## config.mk

```make
export PLATFORM = sky130hd
export DESIGN_NAME = uart_tx_multichar
export DESIGN_NICKNAME = d
export VERILOG_FILES = /design/src/rtl/uart_pkg.sv /design/src/rtl/uart_tx_multichar.sv
export SDC_FILE = /design/constraint.sdc
export NUM_CORES = 1
export LEC_CHECK = 0
export ABC_AREA = 1
export CELL_PAD_IN_SITES_DETAIL_PLACEMENT = 1
export CELL_PAD_IN_SITES_GLOBAL_PLACEMENT = 1
export CORE_MARGIN = 2
export CORE_UTILIZATION = 40
export CTS_BUF_LIST = sky130_fd_sc_hd__clkbuf_8
export DETAILED_ROUTE_END_ITERATION = 12
export PLACE_DENSITY = 0.89
export SLEW_MARGIN = 10
export SYNTH_ARGS = -nofsm -noshare
export SYNTH_HDL_FRONTEND = slang
export SYNTH_SLANG_ARGS = --single-unit
```

## constraint.sdc

```tcl
create_clock -name clk -period 1.86 [get_ports clk]
set_input_delay 0.279 -clock clk [delete_from_list [all_inputs] [get_ports clk]]
set_output_delay 0.279 -clock clk [all_outputs]
set_load 0.1 [all_outputs]
```

## src/rtl/uart_pkg.sv

```systemverilog
// rtl/uart_pkg.sv - shared types and helpers for the multi-character UART transmitter
package uart_pkg;

  localparam logic IDLE_LEVEL = 1'b1;

  typedef enum logic [2:0] {
    IDLE,
    SYNC,
    START,
    DATA,
    PARITY,
    STOP
  } tx_state_t;

  function automatic int frame_len(input int data_bits, input int stop_bits, input int parity_bits);
    return 1 + data_bits + parity_bits + stop_bits;
  endfunction

  function automatic int cnt_width(input int n);
    return (n <= 1) ? 1 : $clog2(n);
  endfunction

endpackage

```

## src/rtl/uart_tx_multichar.sv

```systemverilog
// rtl/uart_tx_multichar.sv - serialises NBYTES characters per request on TxD, timed by tx_en
// Optional parity bit after the data bits when UART_TX_PARITY_EN is defined.
module uart_tx_multichar
  import uart_pkg::*;
#(
  parameter int NBYTES     = 2,
  parameter int DATA_BITS  = 8,
  parameter int STOP_BITS  = 1,
  parameter int PARITY_ODD = 0
) (
  input  logic                        clk,
  input  logic                        rst,
  input  logic                        tx_en,
  input  logic                        tx_start,
  input  logic [NBYTES*DATA_BITS-1:0] tx_data,
  output logic                        tx_busy,
  output logic                        tx_done,
  output logic                        TxD
);

  localparam int WORD_W = NBYTES * DATA_BITS;
  localparam int BIT_W  = cnt_width(DATA_BITS + 1);
  localparam int BYTE_W = cnt_width(NBYTES);

  generate
    if (NBYTES < 1 || NBYTES > 16 || DATA_BITS < 5 || DATA_BITS > 8 ||
        (STOP_BITS != 1 && STOP_BITS != 2) || (PARITY_ODD != 0 && PARITY_ODD != 1)) begin : g_param_err
      $error("uart_tx_multichar: parameter out of range");
    end
  endgenerate

  tx_state_t            r_state, w_state_nxt;
  logic [WORD_W-1:0]    r_word, w_word_nxt;
  logic [DATA_BITS-1:0] r_shift, w_shift_nxt;
  logic [BIT_W-1:0]     r_bit_cnt, w_bit_nxt;
  logic [BYTE_W-1:0]    r_byte_cnt, w_byte_nxt;
  logic                 r_busy, w_busy_nxt;
  logic                 r_done, w_done_nxt;
  logic                 r_txd, w_txd_nxt;
`ifdef UART_TX_PARITY_EN
  localparam logic PAR_SENSE = 1'(PARITY_ODD);
  logic                 r_par, w_par_nxt;
`endif

  always_ff @(posedge clk or posedge rst) begin
    if (rst) begin
      r_state    <= IDLE;
      r_word     <= '0;
      r_shift    <= '0;
      r_bit_cnt  <= '0;
      r_byte_cnt <= '0;
      r_busy     <= 1'b0;
      r_done     <= 1'b0;
      r_txd      <= IDLE_LEVEL;
`ifdef UART_TX_PARITY_EN
      r_par      <= 1'b0;
`endif
    end else begin
      r_state    <= w_state_nxt;
      r_word     <= w_word_nxt;
      r_shift    <= w_shift_nxt;
      r_bit_cnt  <= w_bit_nxt;
      r_byte_cnt <= w_byte_nxt;
      r_busy     <= w_busy_nxt;
      r_done     <= w_done_nxt;
      r_txd      <= w_txd_nxt;
`ifdef UART_TX_PARITY_EN
      r_par      <= w_par_nxt;
`endif
    end
  end

  // r_shift holds the character on the line; r_word holds the characters still to come.
  always_comb begin
    w_state_nxt = r_state;
    w_word_nxt  = r_word;
    w_shift_nxt = r_shift;
    w_bit_nxt   = r_bit_cnt;
    w_byte_nxt  = r_byte_cnt;
    w_busy_nxt  = r_busy;
    w_done_nxt  = 1'b0;
    w_txd_nxt   = IDLE_LEVEL;
`ifdef UART_TX_PARITY_EN
    w_par_nxt   = r_par;
`endif
    case (r_state)
      IDLE: begin
        if (tx_start) begin
          w_state_nxt = SYNC;
          w_shift_nxt = tx_data[DATA_BITS-1:0];
          w_word_nxt  = tx_data >> DATA_BITS;
          w_bit_nxt   = '0;
          w_byte_nxt  = '0;
          w_busy_nxt  = 1'b1;
`ifdef UART_TX_PARITY_EN
          w_par_nxt   = (^tx_data[DATA_BITS-1:0]) ^ PAR_SENSE;
`endif
        end
      end
      SYNC: begin
        if (tx_en) w_state_nxt = START;
      end
      START: begin
        if (tx_en) begin
          w_state_nxt = DATA;
          w_bit_nxt   = '0;
        end
      end
      DATA: begin
        if (tx_en) begin
          w_shift_nxt = r_shift >> 1;
          if (r_bit_cnt == BIT_W'(DATA_BITS - 1)) begin
            w_bit_nxt = '0;
`ifdef UART_TX_PARITY_EN
            w_state_nxt = PARITY;
`else
            w_state_nxt = STOP;
`endif
          end else begin
            w_bit_nxt = r_bit_cnt + BIT_W'(1);
          end
        end
      end
`ifdef UART_TX_PARITY_EN
      PARITY: begin
        if (tx_en) begin
          w_state_nxt = STOP;
          w_bit_nxt   = '0;
        end
      end
`endif
      STOP: begin
        if (tx_en) begin
          if (r_bit_cnt != BIT_W'(STOP_BITS - 1)) begin
            w_bit_nxt = r_bit_cnt + BIT_W'(1);
          end else if (r_byte_cnt == BYTE_W'(NBYTES - 1)) begin
            w_state_nxt = IDLE;
            w_busy_nxt  = 1'b0;
            w_done_nxt  = 1'b1;
          end else begin
            w_state_nxt = START;
            w_byte_nxt  = r_byte_cnt + BYTE_W'(1);
            w_shift_nxt = r_word[DATA_BITS-1:0];
            w_word_nxt  = r_word >> DATA_BITS;
`ifdef UART_TX_PARITY_EN
            w_par_nxt   = (^r_word[DATA_BITS-1:0]) ^ PAR_SENSE;
`endif
          end
        end
      end
      default: w_state_nxt = IDLE;
    endcase

    // Line level is decoded from the next state so TxD changes on the same edge as the state.
    case (w_state_nxt)
      START:   w_txd_nxt = 1'b0;
      DATA:    w_txd_nxt = w_shift_nxt[0];
`ifdef UART_TX_PARITY_EN
      PARITY:  w_txd_nxt = w_par_nxt;
`endif
      default: w_txd_nxt = IDLE_LEVEL;
    endcase
  end

  assign tx_busy = r_busy;
  assign tx_done = r_done;
  assign TxD     = r_txd;

endmodule

```

# Word level (Yosys, flattened, before mapping)
# Cells that the tools add are included.
# W data, S select, Z words.
[op_classes]
n_eq_ne = 15
mul = 0
shifts = 0
n_div = 0
bitwise_logic = 0
n_mux = 42
addsub = 2
magnitude_cmp = 0
n_reduce_logical = 10
[op_table]
columns = ["cell", "count"]
rows = [
  ["$mux W16", 4],
  ["$mux W8", 5],
  ["$pmux W16 S2", 1],
  ["$mux W4", 6],
  ["$pmux W8 S3", 1],
  ["$mux W3", 7],
  ["$ne A2 B2 Y1 const B", 8],
  ["$pmux W4 S4", 1],
  ["$pmux W3 S5", 1],
  ["$eq A3 B2 Y1 const B", 4],
  ["$mux W1", 12],
  ["$reduce_and A6 Y1", 2],
  ["$reduce_and A5 Y1", 2],
  ["$reduce_bool A4 Y1", 2],
  ["$pmux W1 S2", 3],
  ["$add A4 B1 Y4 const B", 1],
  ["$eq A4 B3 Y1 const B", 1],
  ["$reduce_and A4 Y1", 1],
  ["$eq A3 B1 Y1 const B", 1],
  ["$eq A3 B3 Y1 const B", 1],
  ["$logic_not A3 Y1", 1],
  ["$reduce_bool A3 Y1", 1],
  ["$mux W2", 1],
  ["$reduce_bool A2 Y1", 1],
  ["$add A1 B1 Y1 const B", 1],
]
[totals]
ramBits = 0
memories = 0
in_bits = 20
latchBits = 0
reg_bits = 35
wordCells = 78
rom_bits = 0
out_inout_bits = 3

# Longest topological paths before layout
# Gate-level depths: netlist (run 1).
[depth]
depth_word = 6
ltp_mapped = 10

# Worst setup path before layout (run 1)
# OpenSTA, ideal clock, no wires.
[synth_path]
kind = "reg-to-reg"
start = "register r_bit_cnt[0]"
end = "register r_bit_cnt[0]"
path_buffers = 0
slack_ns = 0.540
period_less_slack_ns = 1.320
t_arrival_ns = 1.199
path_stages_with_launch = 9
path_cell_list = "dfrtp_1 inv_1 ha_1 nand2_1 nor2_2 nor3_1 nand2_2 nand2_1 o21ai_1"
[synth_between]
elab_chain_cells = 4
elab_cells_between_ends = 10
classes_between = "add/sub (1); eq/ne (2); mux (5); reduce/logical (2)"
[synth_lines]
columns = ["element", "line_no", "text"]
rows = [
  ["start: declaration", "uart_tx_multichar.sv:35", "logic [BIT_W-1:0] r_bit_cnt, w_bit_nxt;"],
  ["start signal: assignment", "uart_tx_multichar.sv:62", "r_bit_cnt <= w_bit_nxt;"],
  ["$add A4 B1 Y4 / $eq A4 B3 Y1 (equally long branches)", "uart_tx_multichar.sv:120, uart_tx_multichar.sv:135, uart_tx_multichar.sv:112", ""],
  ["$mux W4, on equally long branches", "uart_tx_multichar.sv:134, uart_tx_multichar.sv:112", ""],
  ["$mux W4, on equally long branches", "uart_tx_multichar.sv:133, uart_tx_multichar.sv:110", ""],
  ["$pmux W4 S4", "uart_tx_multichar.sv:86", "case (r_state)"],
]
# Parallel ways exist; a longest one is shown, timed or not. The select of a mux whose other input is x is not followed.
# A chain may end at the register's enable or synchronous reset.

# Final worst setup path (run 1)
[layout_path]
start = "register r_state[2]"
end = "register r_shift[1]"
[layout_between]
elab_chain_cells = 3
elab_cells_between_ends = 11
classes_between = "eq/ne (7); mux (1); reduce/logical (3)"
[layout_lines]
columns = ["element", "line_no", "text"]
rows = [
  ["start: declaration", "uart_tx_multichar.sv:32", "tx_state_t r_state, w_state_nxt;"],
  ["start signal: assignment", "uart_tx_multichar.sv:59", "r_state <= w_state_nxt;"],
  ["$eq A3 B2 Y1, or another cell as far along", "uart_tx_multichar.sv:86", ""],
  ["$ne A2 B2 Y1 (no source line) / $reduce_bool A3 Y1 (equally long branches)", "-", ""],
  ["$reduce_and A6 Y1 (no source line)", "-", ""],
  ["end signal: assignment", "uart_tx_multichar.sv:61", "r_shift <= w_shift_nxt;"],
  ["end: declaration", "uart_tx_multichar.sv:34", "logic [DATA_BITS-1:0] r_shift, w_shift_nxt;"],
]
# Parallel ways exist; a longest one is shown, timed or not.

==> results of run 1 <==
## tightest hold or removal path, delay by kind of cell
kind / cells / cell delay [ps]
buffers and inverters: 3 / 770
## stage by stage
stage / worst slack [ps] / hold slack, ps / setup TNS (ps)
4_1_cts: 246.6 / 375.2 / 0
2_1_floorplan: 540.0 / 331.0 / 0
6_report: 247.5 / 362.1 / 0
5_1_grt: 60.69 / 400.7 / 0
3_3_place_gp: 123.3 / 462.2 / 0
3_5_place_dp: -3.232 / 464.8 / -3.232
## per-layer routing
layer	share of wire	vias to the layer above
li1	-	673
met1	0.42	655
met2	0.53	30
met3	0.026	10
met4	0.023	0
met5	0	-
## registers in the layout, indices dropped and copies added (netlist names)
signal      count
r_bit_cnt       4
r_shift         8
r_word          8
TxD             1
tx_done         1
r_byte_cnt      1
tx_busy         1
r_state         3
## layout make-up
cell class	instances	area, sq um
Fill cell	439	1603
Sequential cell	27	676.9
Multi-Input combinational cell	144	673.1
Timing Repair Buffer	27	262.8
Inverter	19	71.32
Tap cell	46	57.56
Clock buffer	3	41.29
Clock inverter	1	3.754
## power by group through the flow
stage	registers, mW	logic (mW)	clock network (mW)
4_1_cts	0.965	1.06	0.343
6_report	0.962	1.05	0.328
5_1_grt	0.991	1.19	0.370
2_1_floorplan	1.02	0.658	0
3_5_place_dp	0.974	1.06	0
3_3_place_gp	0.965	1.00	0
## cell usage in the layout (no fill, tap or decap), types with 2 or more instances in the layout
master	synthesis	routed
a21oi_1	9	9
buf_4	0	7
clkbuf_8	0	3
clkdlybuf4s50_1	0	19
dfrtp_1	26	26
ha_1	2	2
inv_1	13	14
inv_2	5	5
nand2_1	78	78
nand2_2	2	2
nand3_1	9	9
nand4_1	3	3
nor2_1	12	12
nor2_2	2	2
nor3_1	2	2
o21ai_0	4	4
o21ai_1	11	11
## cell families after synthesis
group / Yosys count
AOI/OAI and AO/OA: 29
xor gates and xnor gates: 2
buffers and inverters: 21
adders and majority gates: 2
DFF: 27
and+or+nand+nor: 111
## worst paths after layout
check / slack, ps / end / cells past startpoint
max: 250 / r_shift[1] / 7
min: 360 / r_word[3] / 3
max reg2reg: 250 / r_shift[1] / 7
min reg2reg: 480 / r_shift[4] / 2
max in group asynchronous: 1190 / TxD / 3
min in group clk: 480 / r_shift[4] / 2
==> flow_summary.yaml, run 1 <==
timing:
  tightest_slew_ps: 518.8
  min_period_over_period: 0.8669
  finalHoldViolCount: 0
  period_needed_ps: 1613
  fin_worst_skew_ps: 6.287
  slew_headroom: 0.6529
  fmax_mhz: 620.2
  setup_viol: 0
  rsz0062_at_grt: "no"
  drv_slew: 0
run_status:
  status: "complete, no violations"
placement:
  port_buffers: 22
  dpl-instance-area_sq_um: 1742
  dp.cells: 263
  dp_hpwl_mm: 2.929
  gp_congestion: 0.8474
grt:
  grt_pass1_wl_mm: 6.589
  grtUsageMet2: 0.3711
  grt_max_degree: 28
  busiest_layer: "met2"
  grt_antenna_before_repair: 0
  use_met1: 0.2528
  grt_overflow: 0
  grt_pass1_vias: 1412
  grtUsageMet3: 0.02993
  track_usage: 0.2081
critical_path:
  path_max_fanout: 7
  startpoint_type: "flip-flop"
  cpMaxStageDelayCell: "dfrtp_1"
  cp_cell_sequence: "inv_2 -> nand3_1 -> inv_1 -> nand2_1 -> nand4_2 -> nand2_1 -> nand2_1"
  crit_path_start: "r_state[2]"
  criticalPathCategory: "flip-flop to flip-flop"
  cp_top_family: "simple AND/OR/NAND/NOR gates"
  cp_num_buf_inv: 2
  max_stage_delay_ps: 440
  cp.arrival_ps: 1770
  crit_path_end_kind: "flip-flop"
  required_ps: 2020
  timing.rr.start: "r_state[2]"
  crit_path_frequent_cell: "nand2_1"
floorplan:
  die_h_um: 63.82
  die_x_um: 63.82
  pin_count: 23
  core-area_sq_um: 3390
  std_cell_rows: 21
  initial_core_util: 0.4223
  dieArea_sq_um: 4073
cts:
  post_cts_buffers: 0
  hold_buffers: 0
  cts_root_buf: "clkbuf_8"
  h-tree-depth: 1
  cts.clk_slew.worst_paths_ps: 90
  clockBufferDepth: 2
  cts_tree: "yes"
  clock_sinks: 27
  cts-buffers-inserted: 3
  insertion_delay_ps: 270
  cts_resized: 0
route:
  drc: 0
  drt-total-wl_mm: 3.759
  vias_per_cell: 5.124
  first_iter_violations: 42
  num_vias: 1368
  wl_per_cell_um: 14.08
  dr.pass1.iters: 4
  final_antenna_net_count: 0
synthesis:
  async_flop_share: 1.000
  yosysTopAreaCellShare: 0.4545
  synthAdderAreaFrac: 0.01748
  synth.area.mux_share: 0
  yosysUniqueCellTypes: 27
  ys_ff_latch: 27
  yosysTopAreaCell: "dfrtp_1"
  syn_inst: 192
  postSynthNetCount: 214
  yosys_warnings: 0
  synth_edf_count: 0
  ys_top_cells_by_count: "nand2_1, dfrtp_1, inv_1"
  synth_compound_area_frac: 0.1119
  yosysSeqAreaShare: 0.4729
  synthesis.area_per_instance_sq_um: 7.455
  synth_area_leaders: "dfrtp_1, nand2_1, o21ai_1"
  synth.most_common_cell: "nand2_1"
  yosys.area_share.simple: 0.3287
  syn-cell-area_sq_um: 1431
  synth_top_family_by_area: "simple AND/OR/NAND/NOR gates"
  synth_xor_area_frac: 0.01224
  synth-main-ff-cell: "dfrtp_1"
worst_hold_path:
  hold_path_class: "input pin to asynchronous set/reset pin"
final_layout:
  area_delta_synth_final_pct: 24.82
  final_cell_area_sq_um: 1787
  nNetsFinal: 244
  antennaDiodeCount: 0
  instances_no_fill: 267
  fin_util: 0.5271
  drive_above_1_share: 0.1131
power_and_ir_drop:
  power.total_mw: 2.342
  combPwrFrac: 0.449
  power.share.clock: 0.140
  switching_share: 0.4431
  p_leak_nw: 0.8981
  ir_worst_vdd_mv: 0.5068
  intPower_mw: 1.304
  p_per_area_nw_per_um2: 1311
  pwr-share-seq: 0.411
  switchingPower_mw: 1.038
job:
  maxCapViolations: 0
(Power assumes the default switching activity.)
==> inputs of run 2 (changes only) <==
--- a/config.mk
+++ b/config.mk
@@ -6,12 +6,14 @@
 export NUM_CORES = 1
 export LEC_CHECK = 0
 export ABC_AREA = 1
+export ABC_CLOCK_PERIOD_IN_PS = 1860
 export CELL_PAD_IN_SITES_DETAIL_PLACEMENT = 1
 export CELL_PAD_IN_SITES_GLOBAL_PLACEMENT = 1
 export CORE_MARGIN = 2
 export CORE_UTILIZATION = 40
 export CTS_BUF_LIST = sky130_fd_sc_hd__clkbuf_8
 export DETAILED_ROUTE_END_ITERATION = 12
+export HOLD_SLACK_MARGIN = 0.15
 export PLACE_DENSITY = 0.89
 export SLEW_MARGIN = 10
 export SYNTH_ARGS = -nofsm -noshare
==> results of run 2 <==
Same layout as run 1: the final DEF is identical, and so are final timing and power.
